==> src/rtl/noc_ni_tx.sv <==
// Transmit network interface for one NOC node.
// Core payload words are buffered in a FIFO. A send command is accepted only
// once the whole payload is buffered (store-and-forward). The packet then goes
// out as 16-bit flits: one header, then the payload words.
// Optional feature macro: NOC_NI_CHECKSUM_EN appends a tail flit carrying the
// XOR of the header and all payload flits. With the tail present, flit_last
// marks the tail flit only.
module noc_ni_tx #(
  parameter logic [3:0] SRC_ID     = 4'd0,
  parameter int         FIFO_DEPTH = 16
) (
  input  logic                              clk,
  input  logic                              rst,
  input  logic                              wr_valid,
  output logic                              wr_ready,
  input  logic [15:0]                       wr_data,
  input  logic                              cmd_valid,
  output logic                              cmd_ready,
  input  logic [3:0]                        cmd_dest,
  input  logic [3:0]                        cmd_len,
  output logic                              flit_valid,
  input  logic                              flit_ready,
  output logic [15:0]                       flit_data,
  output logic                              flit_last,
  output logic [$clog2(FIFO_DEPTH+1)-1:0]   fifo_count,
  output logic                              busy
);

  localparam int AW = $clog2(FIFO_DEPTH);
  localparam int CW = $clog2(FIFO_DEPTH + 1);

  localparam logic [1:0] ST_IDLE = 2'd0;
  localparam logic [1:0] ST_HEAD = 2'd1;
  localparam logic [1:0] ST_BODY = 2'd2;
`ifdef NOC_NI_CHECKSUM_EN
  localparam logic [1:0] ST_TAIL = 2'd3;
  localparam bit         TAIL_EN = 1'b1;
`else
  localparam bit         TAIL_EN = 1'b0;
`endif

  // Payload FIFO storage and pointers
  logic [15:0]   mem_q [FIFO_DEPTH];
  logic [AW-1:0] wptr_q, wptr_d;
  logic [AW-1:0] rptr_q, rptr_d;
  logic [CW-1:0] count_q, count_d;
  logic          push, pop;
  logic [15:0]   head_word;

  // Packetizer state
  logic [1:0]    state_q, state_d;
  logic          valid_q, valid_d;
  logic [15:0]   data_q, data_d;
  logic          last_q, last_d;
  logic [3:0]    rem_q, rem_d;
  logic [3:0]    seq_q, seq_d;
  logic [15:0]   csum_q, csum_d;
  logic          xfer;
  logic [15:0]   header;

  assign wr_ready   = (count_q != CW'(FIFO_DEPTH));
  assign push       = wr_valid & wr_ready;
  assign head_word  = mem_q[rptr_q];
  assign xfer       = valid_q & flit_ready;
  assign cmd_ready  = (state_q == ST_IDLE) && (count_q >= CW'(cmd_len));
  assign header     = {cmd_dest, SRC_ID, cmd_len, seq_q};

  assign flit_valid = valid_q;
  assign flit_data  = data_q;
  assign flit_last  = last_q;
  assign fifo_count = count_q;
  assign busy       = (state_q != ST_IDLE);

  // FIFO storage write; contents need no reset since count gates all reads
  always_ff @(posedge clk) begin
    if (push) mem_q[wptr_q] <= wr_data;
  end

  // FIFO pointer and occupancy next-state; simultaneous push/pop keeps count
  always_comb begin
    wptr_d  = wptr_q;
    rptr_d  = rptr_q;
    count_d = count_q;
    if (push) wptr_d = wptr_q + AW'(1);
    if (pop)  rptr_d = rptr_q + AW'(1);
    case ({push, pop})
      2'b10:   count_d = count_q + CW'(1);
      2'b01:   count_d = count_q - CW'(1);
      default: count_d = count_q;
    endcase
  end

  // Packetizer FSM: header, payload words back-to-back, optional tail
  always_comb begin
    state_d = state_q;
    valid_d = valid_q;
    data_d  = data_q;
    last_d  = last_q;
    rem_d   = rem_q;
    seq_d   = seq_q;
    csum_d  = csum_q;
    pop     = 1'b0;
    case (state_q)
      ST_IDLE: begin
        if (cmd_valid && cmd_ready) begin
          data_d  = header;
          valid_d = 1'b1;
          last_d  = !TAIL_EN && (cmd_len == 4'd0);
          rem_d   = cmd_len;
          csum_d  = header;
          state_d = ST_HEAD;
        end
      end
      ST_HEAD, ST_BODY: begin
        if (xfer) begin
          // rem_q counts words not yet sent, including the one on the bus in BODY
          if ((state_q == ST_HEAD) ? (rem_q != 4'd0) : (rem_q > 4'd1)) begin
            pop     = 1'b1;
            data_d  = head_word;
            csum_d  = csum_q ^ head_word;
            if (state_q == ST_HEAD) begin
              last_d = !TAIL_EN && (rem_q == 4'd1);
            end else begin
              last_d = !TAIL_EN && (rem_q == 4'd2);
              rem_d  = rem_q - 4'd1;
            end
            state_d = ST_BODY;
          end else begin
`ifdef NOC_NI_CHECKSUM_EN
            data_d  = csum_q;
            last_d  = 1'b1;
            state_d = ST_TAIL;
`else
            valid_d = 1'b0;
            last_d  = 1'b0;
            seq_d   = seq_q + 4'd1;
            state_d = ST_IDLE;
`endif
          end
        end
      end
`ifdef NOC_NI_CHECKSUM_EN
      ST_TAIL: begin
        if (xfer) begin
          valid_d = 1'b0;
          last_d  = 1'b0;
          seq_d   = seq_q + 4'd1;
          state_d = ST_IDLE;
        end
      end
`endif
      default: begin
        valid_d = 1'b0;
        last_d  = 1'b0;
        state_d = ST_IDLE;
      end
    endcase
  end

  // State registers; reset empties the FIFO and aborts any packet in flight
  always_ff @(posedge clk or posedge rst) begin
    if (rst) begin
      wptr_q  <= '0;
      rptr_q  <= '0;
      count_q <= '0;
      state_q <= ST_IDLE;
      valid_q <= 1'b0;
      data_q  <= '0;
      last_q  <= 1'b0;
      rem_q   <= '0;
      seq_q   <= '0;
      csum_q  <= '0;
    end else begin
      wptr_q  <= wptr_d;
      rptr_q  <= rptr_d;
      count_q <= count_d;
      state_q <= state_d;
      valid_q <= valid_d;
      data_q  <= data_d;
      last_q  <= last_d;
      rem_q   <= rem_d;
      seq_q   <= seq_d;
      csum_q  <= csum_d;
    end
  end

endmodule

==> config.mk <==
export PLATFORM = sky130hd
export DESIGN_NAME = noc_ni_tx
export DESIGN_NICKNAME = d
export VERILOG_FILES = /design/src/rtl/noc_ni_tx.sv
export SDC_FILE = /design/constraint.sdc
export NUM_CORES = 1
export LEC_CHECK = 0
export BUFFER_PORTS_ARGS = -buffer_cell sky130_fd_sc_hd__clkbuf_2
export CAP_MARGIN = 20
export CORE_UTILIZATION = 29
export DETAILED_ROUTE_END_ITERATION = 8
export SYNTH_ARGS = -nofsm -noshare
export SYNTH_HDL_FRONTEND = slang
export SYNTH_SLANG_ARGS = --single-unit
==> constraint.sdc <==
create_clock -name clk -period 8.4 [get_ports clk]
set_input_delay 0.42 -clock clk [delete_from_list [all_inputs] [get_ports clk]]
set_output_delay 0.42 -clock clk [all_outputs]
set_load 0.01 [all_outputs]
; Word-level counts from Yosys, hierarchy flattened
; Memory sizes are Yosys's and may differ from the RTL's.
; Index checks and enable logic that the tools add are counted.
[classes]
n_addsub = 6
eq_ne = 12
bitwise_logic = 3
mul = 0
n_lt_le_gt_ge = 2
n_reduce_logical = 14
div_mod_pow = 0
shifts = 0
muxes = 29
[op_table]
columns = operator, count
row1 = $mux W16, 3
row2 = $pmux W16 S2, 1
row3 = $mux W4, 4
row4 = $mux W1, 13
row5 = $add A4 B1 Y4 const B, 3
row6 = $pmux W5 S2, 1
row7 = $ne A2 B2 Y1 const B, 4
row8 = $pmux W4 S2, 1
row9 = $mux W2, 3
row10 = $reduce_and A3 Y1, 2
row11 = $reduce_bool A2 Y1, 3
row12 = $add A5 B1 Y5 const B, 1
row13 = $ge A5 B4 Y1, 1
row14 = $ne A5 B5 Y1 const B, 1
row15 = $reduce_and A5 Y1, 1
row16 = $sub A5 B1 Y5 const B, 1
row17 = $eq A2 B1 Y1 const B, 2
row18 = $eq A2 B2 Y1 const B, 2
row19 = $eq A4 B1 Y1 const B, 1
row20 = $eq A4 B2 Y1 const B, 1
row21 = $gt A4 B1 Y1 const B, 1
row22 = $logic_not A4 Y1, 1
row23 = $pmux W1 S2, 2
row24 = $pmux W2 S2, 1
row25 = other kinds (10), 12
[word_totals]
romBits = 0
memories = 1
ram_bits = 256
latch_bits = 0
output_inout_bits = 26
regBits = 41
word_cells = 76
[mem_list]
columns = memory, depth, width, rd, rd_clocked_by_memory_dff, write_ports, line_no
row1 = mem_q, 16, 16, 1, 0, 1, 43  ; logic [15:0] mem_q [FIFO_DEPTH];

; Depth between registers and ports, before layout
; Gate-level depths: netlist (run 1).
[logic_depth]
depth_word = 7
ltp_mapped = 15
depth_no_buf = 14

; Worst setup path after synthesis (run 1)
; OpenSTA, ideal clock, no wires.
[synth_timing]
kind = register to register
start = reg count_q[2], in the netlist fifo_count[2]
end = mem mem_q[3][0], enable pin
slack_ns = 5.431
setup_ns = 0.409
arrival_ns = 2.560
path_stages_with_launch = 8
required_time_ns = 7.991
path_buffers = 2
cell_sequence = dfrtp_1 -> clkbuf_1 -> nor4_1 -> nand2_1 -> and2_1 -> clkbuf_1 -> nand2_1 -> nor3_1
[synth_via]
elab_chain_len = 4
[synth_lines]
columns = item, line_no
row1 = "start, declared", 46  ; logic [CW-1:0] count_q, count_d;
row2 = "start signal, assigned", 176  ; count_q <= count_d;
row3 = $ne A5 B5 Y1, 61  ; assign wr_ready = (count_q != CW'(FIFO_DEPTH));
row4 = net wr_ready, 15  ; output logic wr_ready,
row5 = $and A1 B1 Y1, 62  ; assign push = wr_valid & wr_ready;
row6 = $mux W1, 76  ; if (push) mem_q[wptr_q] <= wr_data;
row7 = $mux W1 (implied by the code), 76
row8 = "end, declared", 43
; The timed path passes the listed nets, and every way through them passes these cells.

; Worst setup path in the final report (run 1)
[layout_timing]
start = reg state_q[0]
end = reg count_q[4], in the netlist fifo_count[4]
[layout_via]
elab_chain_len = 7
word_cells_on_any_way = 11
cone_classes = eq/ne: 4 / mux: 5 / reduce/logical: 2
[layout_lines]
columns = item, line_no
row1 = "start, declared", 51  ; logic [1:0] state_q, state_d;
row2 = "start signal, assigned", 177  ; state_q <= state_d;
row3 = $eq A2 B1 Y1, "103, 117"
row4 = $mux W1 (2 in a row), 117  ; if ((state_q == ST_HEAD) ? (rem_q != 4'd0) : (rem_q > 4'd1)) begin
row5 = $mux W1, 115  ; if (xfer) begin
row6 = $mux W1 (*), 103  ; case (state_q)
row7 = net pop, 47  ; logic push, pop;
row8 = $eq A2 B1 Y1 or $eq A2 B2 Y1 (tied branches), 86  ; case ({push, pop})
row9 = $pmux W5 S2 or $reduce_bool A2 Y1 (tied branches), n/a
; The timed path passes the listed nets; every way through them passes the cells marked *.
; A chain may end at the register's enable or synchronous reset.

==> flow_summary.ini, run 1 <==
[outcome]
status = complete, but fails checks
violations = DRC

[drt]
drcViolationCount = 6
num_vias = 6057
wl_per_cell_um = 20.7
drtIter0Drc = 414
ant_nets = 0
drt_wl_total_mm = 26.4
dr.pass1.iters = 7
routed_via_density = 4.73

[place]
hpwlAfterDp_mm = 16.0
portBuffers = 54
post-place-ws_ns = 5.11
globalplace.congestion = 0.762

[synthesis]
syn-num-nets = 697
synth-edff-count = 256
synthSimpleGateAreaFrac_pct = 3.76
ys_async_sr_fraction_pct = 13.8
synth_cells = 648
synthesis.area_mm2 = 0.0121
synth_flop_cell = edfxtp_1
yosysWarnings = 0
synth_top_family_by_area = multiplexers
postSynthAreaPerCell_um2 = 18.7
synth-compound-area-share_pct = 4.24
synthXorXnorAreaFrac_pct = 1.08
ys_ff_latch = 297
synth_cell_types = 49
synthAdderAreaFrac_pct = 2.06
synth-seq-area-share_pct = 71.9
muxShareOfSynthArea_pct = 14.7

[floorplan]
pin_count = 55
placement_rows = 74
core_area_mm2 = 0.0410
die_area_mm2 = 0.0426
start_util_pct = 29.5
die_h_um = 206
die_w_um = 206

[critical_path]
reg2regPathDepth = 13
required_ns = 8.82
reg2reg_from = state_q[0]$_DFFE_PP0P_
crit_path_start_kind = flop
worstSetupEndpointType = flop
reg2reg_slack_ns = 5.10
critPathMaxFanout = 16
r2r-end = fifo_count[4]$_DFFE_PP0P_
worstSetupPathType = flop to flop
worstPathArrival_ns = 3.72

[global_route]
grt_pass1_vias = 6157
grt_pass1_wl_mm = 39.4
antenna_found_initial = 1
overflow = 0
grt_max_degree = 51
grt_usage_pct = 12.6

[finish]
areaGrowthSynthToFinish_pct = 16.6
mostFrequentLayoutCell = edfxtp_1
utilization_pct = 34.5
multiInputGateArea_mm2 = 0.00318
fillers = 3845
nets = 773
mostFrequentLayoutCells = 256 x edfxtp_1, 57 x mux4_2, 54 x clkbuf_2
seq_area_mm2 = 0.00872
diodes = 0
drive_gt1_share_pct = 30.2

[min_path]
holdCritStartpoint = cmd_dest[1]
holdPathEnd = flit_data[13]$_DFFE_PP0P_
min_path_type = input port to flop
worstHoldPathCells = 3

[sta]
drv_slew = 0
final.period_utilization_pct = 39.3
clock.fmax_mhz = 303
setup_violations = 0
whs_ns = 0.214
fin_setup_tns_ns = 0
rsz0062_at_grt = false
relSlewSlack_pct = 29.2
hold_violations = 0
final.setup.worst_slack_ns = 5.10
finClkSkew_ns = 0.0113
fin_crit_ns = 3.30
worstMarginPinSlew_ns = 1.05

[clock_network]
cts_max_level = 1
cts_root_buf = clkbuf_16
ctsResizeCount = 0
cts.clk_slew.worst_paths_ns = 0.06
cts_buffers = 30
clock_path_buffers = 3
cts_sinks = 297
cts_tree = done
clk_latency_ns = 0.54

[power]
p_per_area_mw_per_mm2 = 335
ir_drop_mv = 0.151
total_leakage_power_uw = 0.00481

[flow_run]
max_cap_viol_count = 0
==> registers in the layout, summed over array words and instances (netlist names), 2 cells and up <==
name / count
mem_q: 256
seq_q: 4
rem_q: 4
flit_data: 16
fifo_count: 5
state_q: 2
wptr_q: 4
rptr_q: 4
==> through the flow <==
stage | total power, µW | cells | instance area (µm²)
floorplan | 3010 | 648 | 12100
global placement | 3390 | 1221 | 13100
detailed placement | 3420 | 1222 | 13100
CTS | 4800 | 1278 | 14100
global route | 4990 | 1280 | 14100
finish | 4740 | 1280 | 14100
==> worst max-delay path by stage <==
stage | startpoint | endpoint | slack, ns
finish | state_q[0]$_DFFE_PP0P_ | fifo_count[4]$_DFFE_PP0P_ | 5.10
global route | state_q[0]$_DFFE_PP0P_ | fifo_count[4]$_DFFE_PP0P_ | 4.82
CTS | state_q[0]$_DFFE_PP0P_ | fifo_count[4]$_DFFE_PP0P_ | 5.09
detailed placement | state_q[0]$_DFFE_PP0P_ | fifo_count[4]$_DFFE_PP0P_ | 5.11
global placement | state_q[0]$_DFFE_PP0P_ | fifo_count[4]$_DFFE_PP0P_ | 5.16
floorplan | fifo_count[2]$_DFFE_PP0P_ | mem_q[3][0]$_DFFE_PP_ | 5.43
==> power breakdown <==
group          total, µW  switching [µW]  internal [µW]
Combinational       1390             753            634
Sequential          1980             157           1820
Clock               1380             552            824
==> area by class of cell <==
type                    instances  share of cell area [%]
multi-input cells             301                    22.5
flip-flops and latches        297                    61.7
clock buffers                  38                    5.89
well taps                     532                    4.71
inverters                      16                   0.425
repair buffers                 78                    3.32
clock inverters                18                    1.47
==> kinds of logic (layout without fill, tap and decap cells) <==
group                      count (synthesis)  after routing
adders and majority gates                 20             20
and+or+nand+nor                           96             96
DFF                                      297            297
muxes                                     92             92
AOI/OAI and AO/OA                         78             78
buffers and inverters                     50            150
xor gates and xnor gates                  15             15
==> layer usage <==
metal	GRT usage, %	share of wire [%]
met1	17.4	44
met2	20.8	48
met3	2.43	6.5
met4	2.36	1.6
met5	0	0.049
==> repair_timing <==
action | CTS | global route
hold buffers | 0 | 1
buffers inserted | 0 | 0
hold endpoints to repair | 0 | 9
==> Yosys cell counts, types with 4 or more instances <==
| cell type | instances | area [µm²] |
|---|---|---|
| buf_2 | 10 | 50.1 |
| o22ai_1 | 19 | 119 |
| a22o_1 | 4 | 35.0 |
| a21oi_1 | 4 | 20.0 |
| nand3_1 | 4 | 20.0 |
| o31ai_1 | 10 | 75.1 |
| a31oi_1 | 7 | 43.8 |
| ha_1 | 20 | 250 |
| edfxtp_1 | 256 | 7690 |
| clkbuf_1 | 10 | 37.5 |
| xor2_1 | 7 | 61.3 |
| nand2b_1 | 8 | 50.1 |
| buf_1 | 5 | 18.8 |
| nor3_1 | 9 | 45.0 |
| mux2i_1 | 10 | 100 |
| nor2b_1 | 8 | 50.1 |
| o21ai_0 | 17 | 85.1 |
| mux4_2 | 57 | 1280 |
| dfrtp_1 | 41 | 1030 |
| mux4_1 | 7 | 184 |
| nand2_1 | 31 | 116 |
| mux2_2 | 15 | 169 |
| xnor2_1 | 8 | 70.1 |
| inv_1 | 16 | 60.1 |
| nor2_1 | 23 | 86.3 |
==> critical path: stages (launching register included) <==
cell	delay (ns)
dfrtp_1	0.40
inv_1	0.06
ha_1	0.67
nand3_1	0.25
nand2b_1	0.30
inv_1	0.16
ha_1	0.36
xor2_1	0.19
ha_1	0.20
nor2b_1	0.12
o21ai_0	0.10
a31oi_1	0.18
nor2_1	0.07
xor2_1	0.14
Note: power is estimated with default switching activity, not from simulation.
==> run 2, diff against run 1 <==
- clock period: 8.4 -> 3.1 ns (I/O delays scaled with it)
==> run 2 against run 1 <==
  * Non-clock buffer count up 19
  * Critical path depth up 1
  * Largest power group unchanged
  * Die area unchanged
  * Total power rose to 2.8 times the previous value
  * Sequential cell count unchanged
  * First-iteration DRC count up 12%
  * Critical path type unchanged
  * The flow still finishes with violations (DRC)
  * Cell count up 1.4%
  * Count of clock-buffer cells in the layout unchanged
==> flow_summary.ini, run 2 (synthesis gave the netlist of run 1 again) <==
[outcome]
status = complete, but fails checks
violations = DRC

[power]
p_total_uw = 13000
combPwrFrac_pct = 30.2
p_switching_uw = 4020
total_leakage_power_uw = 0.00491
p_per_area_mw_per_mm2 = 909
switching_share_pct = 30.9
pwr-share-seq_pct = 41.2
ir_drop_mv = 0.362
clkPwrFrac_pct = 28.6
internal-power_uw = 9010

[critical_path]
critPathMaxFanout = 8
worstSetupPathType = flop to flop
required_ns = 3.54
worstSetupEndpointType = flop
worstPathArrival_ns = 3.25
reg2reg_from = state_q[1]$_DFFE_PP0P_
crit_start = state_q[1]$_DFFE_PP0P_
worstSetupEndpoint = fifo_count[4]$_DFFE_PP0P_
reg2reg_slack_ns = 0.29
r2r-end = fifo_count[4]$_DFFE_PP0P_
crit_path_start_kind = flop
reg2regPathDepth = 14

[floorplan]
die_h_um = 206
pin_count = 55
core_area_mm2 = 0.0410
start_util_pct = 29.5
placement_rows = 74
die_area_mm2 = 0.0426
die_w_um = 206

[sta]
fin_setup_tns_ns = 0
finClkSkew_ns = 0.0148
final.period_utilization_pct = 90.6
hold_violations = 0
rsz0062_at_grt = false
fin_crit_ns = 2.81
setup_violations = 0
relSlewSlack_pct = 48.0
worstMarginPinSlew_ns = 0.779
clock.fmax_mhz = 356
drv_slew = 0

[flow_run]
max_cap_viol_count = 0

[clock_network]
cts_sinks = 297
cts_buffers = 31
cts.clk_slew.worst_paths_ns = 0.06
holdBufCountCts = 10
post_cts_buffers = 0
clk_latency_ns = 0.56
cts_max_level = 1
cts_tree = done
cts_root_buf = clkbuf_16
ctsResizeCount = 0
clock_path_buffers = 3

[place]
portBuffers = 54
dp_cells = 1232
hpwlAfterDp_mm = 16.6
globalplace.congestion = 0.794

[min_path]
worstHoldPathCells = 1
min_path_type = input port to flop

[global_route]
overflow = 0
antenna_found_initial = 1
grt_pass1_wl_mm = 39.6
grt_usage_pct = 12.6
grt_pass1_vias = 6258
grt_max_degree = 42

[drt]
num_vias = 6234
wl_per_cell_um = 20.3
ant_nets = 0
drcViolationCount = 6
drt_wl_total_mm = 26.4
drtIter0Drc = 463
routed_via_density = 4.80
dr.pass1.iters = 7

[finish]
stdcell_count = 1298
diodes = 0
areaGrowthSynthToFinish_pct = 18.3
nets = 793
fillers = 3821
regMostFlops = mem_q
mostFrequentLayoutCells = 256 x edfxtp_1, 57 x mux4_2, 54 x clkbuf_2
largest_reg_flops = 256
drive_gt1_share_pct = 30.3
mostFrequentLayoutCell = edfxtp_1
## run 2: cell count changes in the layout (fill, tap and decap cells not counted), moves of 3 or more
cell,delta
buf_12,+4
buf_4,+7
clkinv_1,+4
clkinvlp_4,-3
dlygate4sd3_1,+9
## run 2: per-layer routing
layer  vias to the layer above  GRT usage, %  share of wire (%)
li1                       2781             -                  -
met3                        41          2.70                5.6
met4                         2          3.02                2.0
met1                      3249          17.2                 45
met5                         -             0              0.038
met2                       161          20.4                 47
## run 2: how the worst min path moves through the flow
stage | startpoint | endpoint | slack, ns
4_1_cts | wr_data[3] | mem_q[11][3]$_DFFE_PP_ | 0.01
3_5_place_dp | rst | wptr_q[1]$_DFFE_PP0P_ | 0.46
2_1_floorplan | wr_data[0] | mem_q[0][0]$_DFFE_PP_ | 0.25
6_report | wr_data[11] | mem_q[0][11]$_DFFE_PP_ | 0.03
5_1_grt | wr_data[3] | mem_q[14][3]$_DFFE_PP_ | 0.04
3_3_place_gp | rst | wptr_q[2]$_DFFE_PP0P_ | 0.45
## run 2: power groups by stage
| stage | clock, µW | sequential [µW] | combinational, µW |
|---|---|---|---|
| 2_1_floorplan | 0 | 5250 | 2900 |
| 3_3_place_gp | 0 | 5440 | 3950 |
| 3_5_place_dp | 0 | 5460 | 3970 |
| 4_1_cts | 3810 | 5390 | 3990 |
| 5_1_grt | 3950 | 5450 | 4330 |
| 6_report | 3730 | 5370 | 3940 |
## run 2: final cells by class
class / count / area, µm² / share of cell area (%)
inverters: 16 / 60.1 / 0.419
flip-flops and latches: 297 / 8720 / 60.8
repair buffers: 97 / 681 / 4.75
multi-input cells: 301 / 3180 / 22.2
clock inverters: 17 / 186 / 1.30
clock buffers: 38 / 842 / 5.87
well taps: 532 / 666 / 4.64
## run 2: critical path: stages, from the launching register on
cell	delay, ns
dfrtp_1	0.40
inv_1	0.08
ha_1	0.26
nor2b_1	0.10
o21ai_0	0.21
nand2b_1	0.17
inv_1	0.15
ha_1	0.35
xor2_1	0.18
ha_1	0.20
nor2b_1	0.13
o21ai_0	0.09
a31oi_1	0.17
nor2_1	0.06
xor2_1	0.14
## run 2: per-stage QoR
stage               hold slack, ns  setup slack [ns]  util (%)  area, µm²
floorplan                    0.254             0.131         -      12100
global placement             0.447             0.309      32.2      13200
detailed placement           0.457             0.323      32.2      13200
CTS                        0.00973             0.302      34.9      14300
global route                0.0375            0.0122      35.0      14300
finish                      0.0260             0.293      35.0      14300
